`src/rtl/digit_serial_adder.sv`:
```
// digit_serial_adder: adds two WIDTH-bit operands four bits per cycle by
// sequencing nibble pairs through an external combinational 4-bit adder
// slice. Upstream and downstream sides use valid/ready handshakes.
// Optional feature macro: DIGIT_SERIAL_ADDER_SIGNED_OVF_EN adds out_ovf,
// the two's-complement overflow flag of the completed add.
module digit_serial_adder #(
    parameter int WIDTH = 16
) (
    input  logic             clk,
    input  logic             rst_n,
    input  logic             in_valid,
    output logic             in_ready,
    input  logic [WIDTH-1:0] in_a,
    input  logic [WIDTH-1:0] in_b,
    input  logic             in_cin,
    output logic             out_valid,
    input  logic             out_ready,
    output logic [WIDTH-1:0] out_sum,
    output logic             out_cout,
`ifdef DIGIT_SERIAL_ADDER_SIGNED_OVF_EN
    output logic             out_ovf,
`endif
    output logic [3:0]       slice_a,
    output logic [3:0]       slice_b,
    output logic             slice_cin,
    input  logic [3:0]       slice_sum,
    input  logic             slice_cout
);

    localparam int NIBBLES = WIDTH / 4;
    localparam int IW      = (NIBBLES > 1) ? $clog2(NIBBLES) : 1;
    localparam logic [IW-1:0] LAST_IDX = IW'(NIBBLES - 1);

    // Reject widths the nibble sequencing cannot cover.
    if ((WIDTH % 4) != 0 || WIDTH < 8) begin : g_bad_width
        $error("digit_serial_adder: WIDTH must be a multiple of 4 and >= 8");
    end

    typedef enum logic [1:0] {IDLE, RUN, DONE} state_t;

    state_t            state, state_next;
    logic [WIDTH-1:0]  a_reg, b_reg, sum_reg;
    logic              carry;
    logic [IW-1:0]     idx;
    logic              cout_reg;
    logic              accept;
    logic              last_pass;

    assign accept    = in_valid & in_ready;
    assign last_pass = (state == RUN) && (idx == LAST_IDX);
    assign out_sum   = sum_reg;
    assign out_cout  = cout_reg;

    // State register; reset discards any operation in flight.
    always_ff @(posedge clk or negedge rst_n) begin
        if (!rst_n) begin
            state <= IDLE;
        end else begin
            state <= state_next;
        end
    end

    // Next state plus handshake and slice-drive outputs.
    always_comb begin
        state_next = state;
        in_ready   = 1'b0;
        out_valid  = 1'b0;
        slice_a    = 4'h0;
        slice_b    = 4'h0;
        slice_cin  = 1'b0;
        case (state)
            IDLE: begin
                in_ready = 1'b1;
                if (in_valid) state_next = RUN;
            end
            RUN: begin
                slice_a   = a_reg[int'(idx) * 4 +: 4];
                slice_b   = b_reg[int'(idx) * 4 +: 4];
                slice_cin = carry;
                if (last_pass) state_next = DONE;
            end
            DONE: begin
                out_valid = 1'b1;
                in_ready  = out_ready;
                // A waiting request starts immediately, no IDLE bubble.
                if (out_ready) state_next = in_valid ? RUN : IDLE;
            end
            default: state_next = IDLE;
        endcase
    end

    // Operand capture on accept; one nibble of sum and the ripple carry per RUN cycle.
    always_ff @(posedge clk or negedge rst_n) begin
        if (!rst_n) begin
            a_reg    <= '0;
            b_reg    <= '0;
            sum_reg  <= '0;
            carry    <= 1'b0;
            idx      <= '0;
            cout_reg <= 1'b0;
        end else if (accept) begin
            a_reg <= in_a;
            b_reg <= in_b;
            carry <= in_cin;
            idx   <= '0;
        end else if (state == RUN) begin
            sum_reg[int'(idx) * 4 +: 4] <= slice_sum;
            carry <= slice_cout;
            if (last_pass) begin
                idx      <= '0;
                cout_reg <= slice_cout;
            end else begin
                idx <= idx + IW'(1);
            end
        end
    end

`ifdef DIGIT_SERIAL_ADDER_SIGNED_OVF_EN
    logic ovf_reg;
    assign out_ovf = ovf_reg;

    // Overflow: carry into the sign bit differs from carry out of it.
    always_ff @(posedge clk or negedge rst_n) begin
        if (!rst_n) begin
            ovf_reg <= 1'b0;
        end else if (last_pass) begin
            ovf_reg <= a_reg[WIDTH-1] ^ b_reg[WIDTH-1] ^ slice_sum[3] ^ slice_cout;
        end
    end
`endif

endmodule
```
`config.mk`:
```
export PLATFORM = sky130hd
export DESIGN_NAME = digit_serial_adder
export DESIGN_NICKNAME = d
export VERILOG_FILES = /design/src/rtl/digit_serial_adder.sv
export SDC_FILE = /design/constraint.sdc
export NUM_CORES = 1
export LEC_CHECK = 0
export BUFFER_PORTS_ARGS = -buffer_cell sky130_fd_sc_hd__buf_2
export CORE_ASPECT_RATIO = 1.2
export CORE_UTILIZATION = 40
export DETAILED_ROUTE_END_ITERATION = 12
export PLACE_DENSITY = 0.63
export SYNTH_ARGS = -nofsm -noshare
export SYNTH_HDL_FRONTEND = slang
export SYNTH_SLANG_ARGS = --single-unit
```
`constraint.sdc`:
```
create_clock -name clk -period 3.1 [get_ports clk]
set_clock_uncertainty 0.15 [all_clocks]
set_input_delay 0.31 -clock clk [delete_from_list [all_inputs] [get_ports clk]]
set_output_delay 0.31 -clock clk [all_outputs]
set_load 0.02 [all_outputs]
```
== Word level (Yosys, flattened, before mapping) ==
Index checks and enable logic that the tools add are counted.
Storage, ports and cells
  logic and storage cells: 43
  bits of input ports: 42
  register bits after elaboration: 54
  output and inout port bits: 28
Operators by class
  bitwise logic cells: 2
  add/subtract/negate cells: 2
  reduce and logical (&&, ||, !) cells: 6
  equal/unequal tests: 6
  shift-type cells: 4
  muxes and demuxes: 16
Operators with widths (number)
  $neg 4->33: 1
  $shift 4x33->16 const A: 1
  $shiftx 4x33->16: 1
  $shiftx 16x5->4: 2
  $bwmux 16: 1
  $mux 2: 6
  $mux 4: 2
  $ne 2x2->1 const B: 3
  $pmux 2 s3: 1
  $reduce_and 3->1: 2
  $mux 1: 5
  $eq 2x2->1 const B: 2
  $add 2x1->2 const B: 1
  $eq 2x1->1 const B: 1
  $logic_not 2->1: 1
  $pmux 1 s2: 1
  $reduce_and 2->1: 1
  $reduce_bool 2->1: 1
  $and 1x1->1: 1
  $logic_and 1x1->1: 1
  $not 1->1: 1

== Longest topological paths before layout ==
Gate-level depths: netlist (run 1).
  depth in word-level cells: 5
  mapped depth: 7
  gate-level depth less buffers: 5

== Worst setup path before layout (run 1) ==
No wires, ideal clock.
  path type: reg-to-reg
  start point: register idx[0]
  end point: register sum_reg[0], in the netlist out_sum[0]
  setup time: 0.066 ns
  arrival time: 1.581 ns
  required time: 2.884 ns
  path buffers: 2
  path slack: 1.302 ns
  period minus slack after synthesis: 1.798 ns
  cell stages (with the launch flop): 8
  path through: dfrtp_1 buf_6 buf_6 inv_1 ha_1 nand3b_1 nor4b_4 a22o_1
Between the ends
  longest elaborated chain between the ends: 3
  elaborated cells between the ends (all ways): 4
  classes of those cells: add/sub: 1; shift: 2; mux: 1
RTL lines
  start: declaration: line 44  | logic [IW-1:0] idx;
  start signal: assignment: line 113  | idx <= idx + IW'(1);
  $neg 4->33 *: line 107  | sum_reg[int'(idx) * 4 +: 4] <= slice_sum;
  $shiftx 4x33->16 / $shift 4x33->16 (equally long branches): line 107
  $bwmux 16 *: line 107
  end signal: indexed assignment: line 107
  end: declaration: line 42  | logic [WIDTH-1:0] a_reg, b_reg, sum_reg;
Every way passes the cells marked *; elsewhere a longest branch is shown, timed or not.
A chain may end at the register's enable or synchronous reset.

== Final worst setup path (run 1) ==
  start point: register idx[0]
  end point: output slice_b[3]
Between the ends
  longest elaborated chain between the ends: 2
RTL lines
  $shiftx 16x5->4: line 78  | slice_b = b_reg[int'(idx) * 4 +: 4];
  $mux 4: line 71  | case (state)
  end: declaration: line 24  | output logic [3:0] slice_b,
Every way passes these cells.

==> results by stage, run 1 <==
Status:
- The flow ran to the end, and the final reports show no timing, DRC or antenna violations.

Drt:
- In this run, the number of DRC markers left after iteration 0 of detailed routing was 68.
- The number of vias in the routed layout is 1,648.
- The detail-routed via count per cell is 4.88.
- The routed design has 4960 um of wire.
- The number of nets with antenna violations after detailed routing is 0.
- The number of detailed-route iterations in the first pass is 4.
- The post-detailed-route wirelength per cell is 14.7 um.
- After detailed routing, the number of remaining DRC violations is 0.

Worst setup path:
- The startpoint of the worst register-to-register path is idx[0].
- The worst register-to-register path has a setup slack of 1.09 ns.
- The critical path data required time is 2.64 ns.
- The endpoint identified for the worst register-to-register timing path is out_cout.
- The worst register-to-register path has a depth of 4.
- The startpoint-to-endpoint class of the critical path is register to output port.
- The maximum fanout along the worst path is 9.
- Data arrives at the worst endpoint at 2.00 ns.
- The kind of end point of the critical path is an output port.
- The startpoint kind of the worst setup timing path is a register.

Timing:
- The number of hold-slack violations in the final timing report is 0.
- The peak clock frequency supported by timing is 406 MHz.
- For the pin with the worst max-slew slack, the measured transition is 0.635 ns.
- The number of max-slew violations in the final report was 0.
- The worst slew margin relative to its limit is 57.7%.
- The setup TNS is 0 ns.
- Setup repair after global routing left no endpoint under its margin.
- The number of endpoints failing setup at the final stage is 0.
- After layout, the minimum clock period comes to 2.46 ns.
- After layout, the worst path uses 79.5% of the clock period.
- Hold is met by 0.0803 ns.

Finish:
- The library cells used most frequently in the layout, excluding fill and tap cells, are buf_2 (69), dfrtp_1 (54), mux2_4 (28), nand2_1 (17), o31ai_1 (12).
- The final-layout fill cell count is 605.
- The share of layout cells above drive strength 1 is 50.2%.
- The area added between synthesis and finish is 19.2%.
- For this run, the post-layout net count is 299.
- Leaving out fill and tap cells, the most frequent cell in the layout is buf_2.
- The repair_antennas step left the layout with diodes totalling 0.

Placement:
- The count of input and output buffers is 69.
- Summed over all nets, the half-perimeter wirelength after detailed placement is 3630 um.
- The final weighted congestion in routability-driven placement is 0.732.

CTS:
- TritonCTS built the clock tree.
- The insertion delay to the later sink of the worst-skew pair is 0.29 ns.
- Clock tree synthesis inserted a total of 5 buffers.
- Counting along the longest clock path gives a buffer depth of 2.
- The H-tree generated during clock tree synthesis spans 2 levels.
- The clock-pin slew reported for the worst setup and hold paths after clock tree synthesis is 0.10 ns.
- The post-CTS setup repair buffer count is 0.
- Clock tree synthesis found a total of 54 sinks.
- In this run, post-CTS repair resized a total of 0 instances.
- In this run the clock root is driven by a clkbuf_8.

Synthesis:
- Counting every instance in the synthesized netlist gives 181.
- The post-synth design cell area is 2650 um2.
- The net count after synthesis is 228.
- The synthesized design spends more area on one cell type than any other, namely dfrtp_1.
- The number of warning messages in the yosys log is 0.
- After synthesis, the share of flip-flops with an asynchronous set or reset is 100%.
- Ranked by total cell area, the synthesized netlist is headed by dfrtp_1 (51%), mux2_4 (16%), mux4_2 (6.8%).
- The predominant post-synthesis flop cell is dfrtp_1.
- In this run, synthesis inferred 0 flip-flops with an integrated enable.
- Each instance of the synthesized netlist takes up on average 14.6 um2.
- The top-area cell type share of the netlist area is 51.0%.
- Counting flops and latches in the post-synthesis netlist gives 54.
- The share of synthesized area occupied by flip-flops and latches is 51.0%.
- The netlist uses 26 different library cells.

Global routing:
- The initial antenna violation count came to 0.
- The leftover overflow at the end of global routing is 0.
- The first global-routing pass estimated 8340 um of wire.
- The via count of the first global-routing pass is 1,695.
- Entering global routing, the biggest net connects 36 pins.
- The total track usage is 15.4%.

Flow run:
- The tool flagged a number of max-cap violations equal to 0.

Pwr:
- The maximum vdd drop is 0.000458 V.
- Overall power consumption after layout is estimated at 3460 uW.
- Internal power comes to 2220 uW.
- Of the total power, the clock network draws 16.4%.
- For this design the total switching power over the nets is 1240 uW.
- The register share of total power is 36.6%.
- The total power per unit cell area is 1090 nW/um2.
- The switching share of total power is 35.8%.
- The static leakage is 0.00154 uW.
- The share of total power in combinational logic is 47.0%.

Floorplan:
- After floorplanning, the core was divided into 32 placement rows.
- The die covers 6960 um2.
- The chip width is 76.3 um.
- After floorplanning, the core was sized to cover 6410 um2.
- In this run the vertical extent of the chip is 91.2 um.
- During I/O placement, the number of pins put on the boundary was 70.
- The effective utilization at floorplan is 41.4%.

Hold path:
- The endpoint of the worst hold path is b_reg[9].
- The number of stages on the worst hold path is 2.
- The startpoint identified for the worst hold timing path is in_b[9].
- The class of the tightest hold or removal check is input port to register.
area by class of cell:
class | count | area (um2) | area share (%)
clock inverters | 2 | 60.1 | 1.90
clock buffers | 6 | 82.6 | 2.61
repair buffers | 73 | 378 | 12.0
inverters | 6 | 22.5 | 0.713
flip-flops and latches | 54 | 1350 | 42.8
multi-input cells | 112 | 1160 | 36.7
well taps | 85 | 106 | 3.37
critical path, cell delays in order, from the launching register on:
cell and delay (ns):
dfrtp_1 0.57, buf_4 0.29, mux4_2 0.53, nor2b_1 0.15, buf_2 0.18
synthesized netlist by cell type, types with 4 or more instances:
library cell / instances
mux4_2: 8
mux2_4: 28
nand2b_1: 5
nand2_1: 17
nor2_1: 4
o31ai_1: 12
inv_1: 6
dfrtp_1: 54
nand3b_1: 4
nor2b_1: 8
a22o_1: 4
ha_1: 5
mux2_2: 7
logic make-up after synthesis:
logic type / share of synthesized area (%)
compound gates: 5.62
fa+ha+maj: 2.36
buf+inv: 5.28
flops: 51.0
mux: 26.0
simple gates: 9.77
power by group through the flow:
stage	clock network [uW]	logic (uW)	registers, uW
3_5_place_dp	0	1650	1290
6_report	566	1630	1270
3_3_place_gp	0	1620	1280
4_1_cts	583	1650	1280
2_1_floorplan	0	1310	1270
5_1_grt	608	1770	1320
metal layers:
layer	part of all wire, %	GRT usage (%)
met4	0.36	3.37
met5	0	0
met1	44	19.5
met3	5.2	4.32
met2	50	26.1
worst max path at each step:
| stage | start | to | slack [ns] |
|---|---|---|---|
| floorplan | idx[0] | out_sum[0] | 1.30 |
| global route | idx[0] | slice_b[3] | 0.49 |
| finish | idx[0] | slice_b[3] | 0.64 |
| CTS | idx[0] | slice_b[3] | 0.61 |
| detailed placement | idx[0] | slice_b[0] | 0.96 |
| global placement | idx[0] | slice_b[2] | 0.98 |
per-stage QoR:
stage               worst slack [ns]  cells  util [%]  cell area (um2)
floorplan                       1.30    181         -             2650
global placement               0.981    329      47.0             3010
detailed placement             0.960    329      47.0             3010
CTS                            0.607    338      49.3             3160
global route                   0.493    338      49.3             3160
finish                         0.636    338      49.3             3160
repair_timing:
action | 4_1_cts | 5_1_grt
hold endpoints to repair | 25 | 0
setup endpoints to repair | 0 | 0
hold buffers | 1 | 0
Power figures use the tool's default switching activity.
==> inputs of run 2 (changes only) <==
Settings changed: ABC_AREA set to 1, PLACE_DENSITY 0.63 to 0.66.
Clock period 3.1 ns to 2.1 ns, I/O delays scaled along.
==> run 2 against run 1 <==
  * The flow now finishes with violations (hold timing)
  * Non-clock buffer count grew 21
  * Hold slack lost 0.081 ns
  * Highest routed layer unchanged
  * Register-to-register slack lost 0.77 ns
==> results by stage, run 2 <==
Synthesis:
- Among all flip-flop cells after synthesis, the most frequent one is dfrtp_1.
- The fraction of synthesis flops using an asynchronous set or reset pin was 100% (unchanged).
- The number of warning messages in the yosys log is 0 (unchanged).
- The top-area cell type share of the netlist area is 50.9% (about the same).
- Ranked by instance count, the synthesized netlist is headed by nand2_1 (69), dfrtp_1 (54), inv_1 (41).
- The post-synthesis cell type with the largest combined area is dfrtp_1.
- The number of distinct library cells after synthesis is 17 (-35%).
- After synthesis, the cell types taking the most area are dfrtp_1 (51%), nand2_1 (9.8%), a21oi_2 (6.6%).
- The post-synthesis register bit count came to 54 (unchanged).
- The share of synthesized area occupied by flip-flops and latches is 50.9% (about the same).
- The number of flops mapped to enable cells by yosys is 0 (unchanged).
- The synthesized instance count is 324 (+79%).
- The cell with the most instances after synthesis is nand2_1.
- The mean area per synthesized cell is 8.19 um2 (-44%).
- The net count after synthesis is 371 (+63%).
- The post-synth design cell area is 2650 um2 (about the same).

Worst setup path:
- The arrival time at the worst endpoint is 1.50 ns (-0.50 ns).
- The maximum fanout along the worst path came to 25 (+16).
- The worst setup path is captured at an output port.
- The buffering stage count on the worst path with inverters included is 2 (unchanged).
- The critical path goes through buf_4 -> nand2_1 -> nand3_1 -> a21oi_1 -> buf_2.
- The critical path launch point is idx[0].
- In this run the critical register-to-register path is launched from idx[1].
- The delay of the slowest critical-path stage came to 0.40 ns (-0.17 ns).
- The critical path data required time is 1.74 ns (-0.90 ns).
- The cell class contributing the biggest share of worst-path delay is buffers and inverters.
- On the critical path, the stage with the largest delay is an instance of dfrtp_1.
- STA classifies the critical path startpoint as a register.
- The startpoint-to-endpoint class of the critical path is register to output port.

Floorplan:
- The number of placed I/O pins was 70 (unchanged).
- The chip width came to 76.4 um (about the same).
- The area of the die was 6970 um2 (about the same).
- The effective utilization at floorplan came to 41.4% (about the same).
- The placeable core area is 6410 um2 (unchanged).
- The vertical die dimension was 91.2 um (about the same).
- The number of core rows came to 32 (unchanged).

Drt:
- The wire length reported by the detailed router is 5820 um (+17%).
- The number of vias in the routed layout is 2,323 (+41%).
- The number of detailed-route iterations in the first pass came to 4 (unchanged).
- The DRC violation count after routing is 0 (unchanged).
- The number of nets with antenna violations after detailed routing is 0 (unchanged).
- The post-detailed-route wirelength per cell is 11.7 um (-20%).
- The detail-routed via count per cell was 4.68 (-3.9%).
- The violation count after the first detailed-route iteration is 108 (+59%).

Finish:
- The final-layout fill cell count is 682 (+13%).
- The share of layout cells above drive strength 1 is 26.5% (-24 points).
- Relative to the synthesized area, the layout overhead comes to 26.3%.
- The number of diodes is 0 (unchanged).
- The count of non-filler cells in the finished layout was 496 (+47%).
- The final net count was 458 (+53%).
- The library cell used most frequently in the layout, excluding fill and tap cells, is buf_2.
- In the layout the commonest cells are buf_2 (69), nand2_1 (68), dfrtp_1 (54), inv_1 (41), nor2_1 (39).
- The post-route core utilization is 52.3% (+3.0 points).

Placement:
- The HPWL after detailed placement came to 4070 um (+12%).
- The cell total after placement came to 472 (+43%).
- The count of input and output buffers is 69 (unchanged).
- The final weighted congestion in routability-driven placement is 0.765 (+4.6%).

CTS:
- The clock-pin slew reported for the worst setup and hold paths after clock tree synthesis came to 0.09 ns (about the same).
- The root cell of the clock tree is clkbuf_8.
- The clock buffer count from CTS is 5 (unchanged).
- The number of buffers on the longest clock path came to 2 (unchanged).
- The insertion delay to the later sink of the worst-skew pair is 0.30 ns (about the same).
- The post-CTS setup repair buffer count is 0 (unchanged).
- The total number of H-tree levels is 2 (unchanged).
- The clock tree from TritonCTS is built.
- The number of sinks on the clock net is 54 (unchanged).

Timing:
- The number of max-slew violations in the final report was 0 (unchanged).
- The setup TNS is 0 ns (unchanged).
- The number of hold-slack violations in the final timing report is 1 (+1).
- Setup repair after global routing left no endpoint under its margin.
- The number of endpoints failing setup at the final stage was 0 (unchanged).
- The pin slew with the least headroom to its limit was 0.551 ns (-0.0842 ns).
- Of the available clock period, the critical path in the final layout requires 88.6%.
- The final worst hold slack came to -0.00106 ns (-0.0814 ns).
- The worst slew margin relative to its limit came to 63.3% (+5.6 points).
- Derived from the worst setup path, the maximum achievable clock frequency is 538 MHz.
- The worst path in the final design needs a cycle of 1.86 ns, including I/O delays and setup.

Global routing:
- The pin count of the biggest net entering global routing came to 69 (+92%).
- The initial antenna violation count is 0 (unchanged).
- The via count of the first global-routing pass is 2,311 (+36%).
- The total track usage is 18.5% (+3.1 points).
- The wire length of the first global-routing pass is 10,300 um (+23%).
- The leftover overflow at the end of global routing is 0 (unchanged).

Pwr:
- The maximum vdd drop is 0.000630 V (+37%).
- The total power per unit cell area is 1410 nW/um2 (+29%).
- The static leakage is 0.00181 uW (+17%).

Status:
- The final reports fail on hold timing.
- The flow ran to the end, but the final reports show violations.

Flow run:
- The total of max-cap violations was 0 (unchanged).

Hold path:
- The class of the tightest hold or removal check is input port to register.
- The worst hold path begins at in_b[7].
==> run 2: kinds of logic (layout without fill, tap and decap cells) <==
| group | after synthesis | count (layout) | synth area share [%] |
|---|---|---|---|
| fa+ha+maj | 5 | 5 | 2.36 |
| buf+inv | 61 | 148 | 10.0 |
| flops | 54 | 54 | 50.9 |
| compound gates | 60 | 60 | 14.1 |
| simple gates | 144 | 144 | 22.6 |
==> run 2: worst reg2reg max path, stage by stage, from the launching register on <==
cell and delay [ns]:
dfrtp_1 0.36, clkinv_1 0.18, ha_1 0.38, inv_1 0.06, nor2_1 0.37, nand3_1 0.14, nand2_1 0.08
==> run 2: path summary, 6_finish.rpt <==
| check | to | slack (ns) | cells past startpoint |
|---|---|---|---|
| max | slice_a[2] | 0.24 | 5 |
| min | b_reg[7] | -0.001 | 3 |
| max reg2reg | out_sum[6] | 0.32 | 6 |
| min reg2reg | out_sum[13] | 0.34 | 2 |
| max in group asynchronous | b_reg[15] | 0.97 | 3 |
| min in group asynchronous | b_reg[3] | 0.27 | 2 |
==> run 2: area by class of cell <==
class,instances,area [um2],area share [%]
inverter,47,176,5.27
clock buffer,7,76.3,2.28
multi-input combinational,209,1040,31.0
timing repair buffer,94,601,17.9
tap,85,106,3.17
sequential,54,1350,40.3
==> run 2: metal layers <==
| metal | GRT usage [%] | part of all wire, % |
|---|---|---|
| met5 | 0 | 0 |
| met4 | 5.93 | 1.5 |
| met3 | 2.81 | 3.5 |
| met2 | 32.4 | 48 |
| met1 | 23.1 | 47 |
==> run 2: where the power goes <==
part | total [uW] | switching (uW) | internal, uW | leakage (uW)
combinational | 2550 | 1690 | 862 | 0.00113
clock | 545 | 315 | 231 | 0.0000383
sequential | 1640 | 156 | 1480 | 0.000641
total | 4730 | 2160 | 2570 | 0.00181
==> run 2: what timing repair did <==
action	in CTS	in global routing
hold buffers	16	1
setup endpoints to repair	0	8
resized for setup	0	1
hold endpoints to repair	37	1
==> run 2: through the flow <==
step	setup slack, ns	cell area (um2)	total power (uW)
global route	0.105	3350	5180
floorplan	0.269	2650	3480
CTS	0.0587	3340	4770
detailed placement	0.335	3100	4190
global placement	0.395	3100	4150
finish	0.240	3350	4730
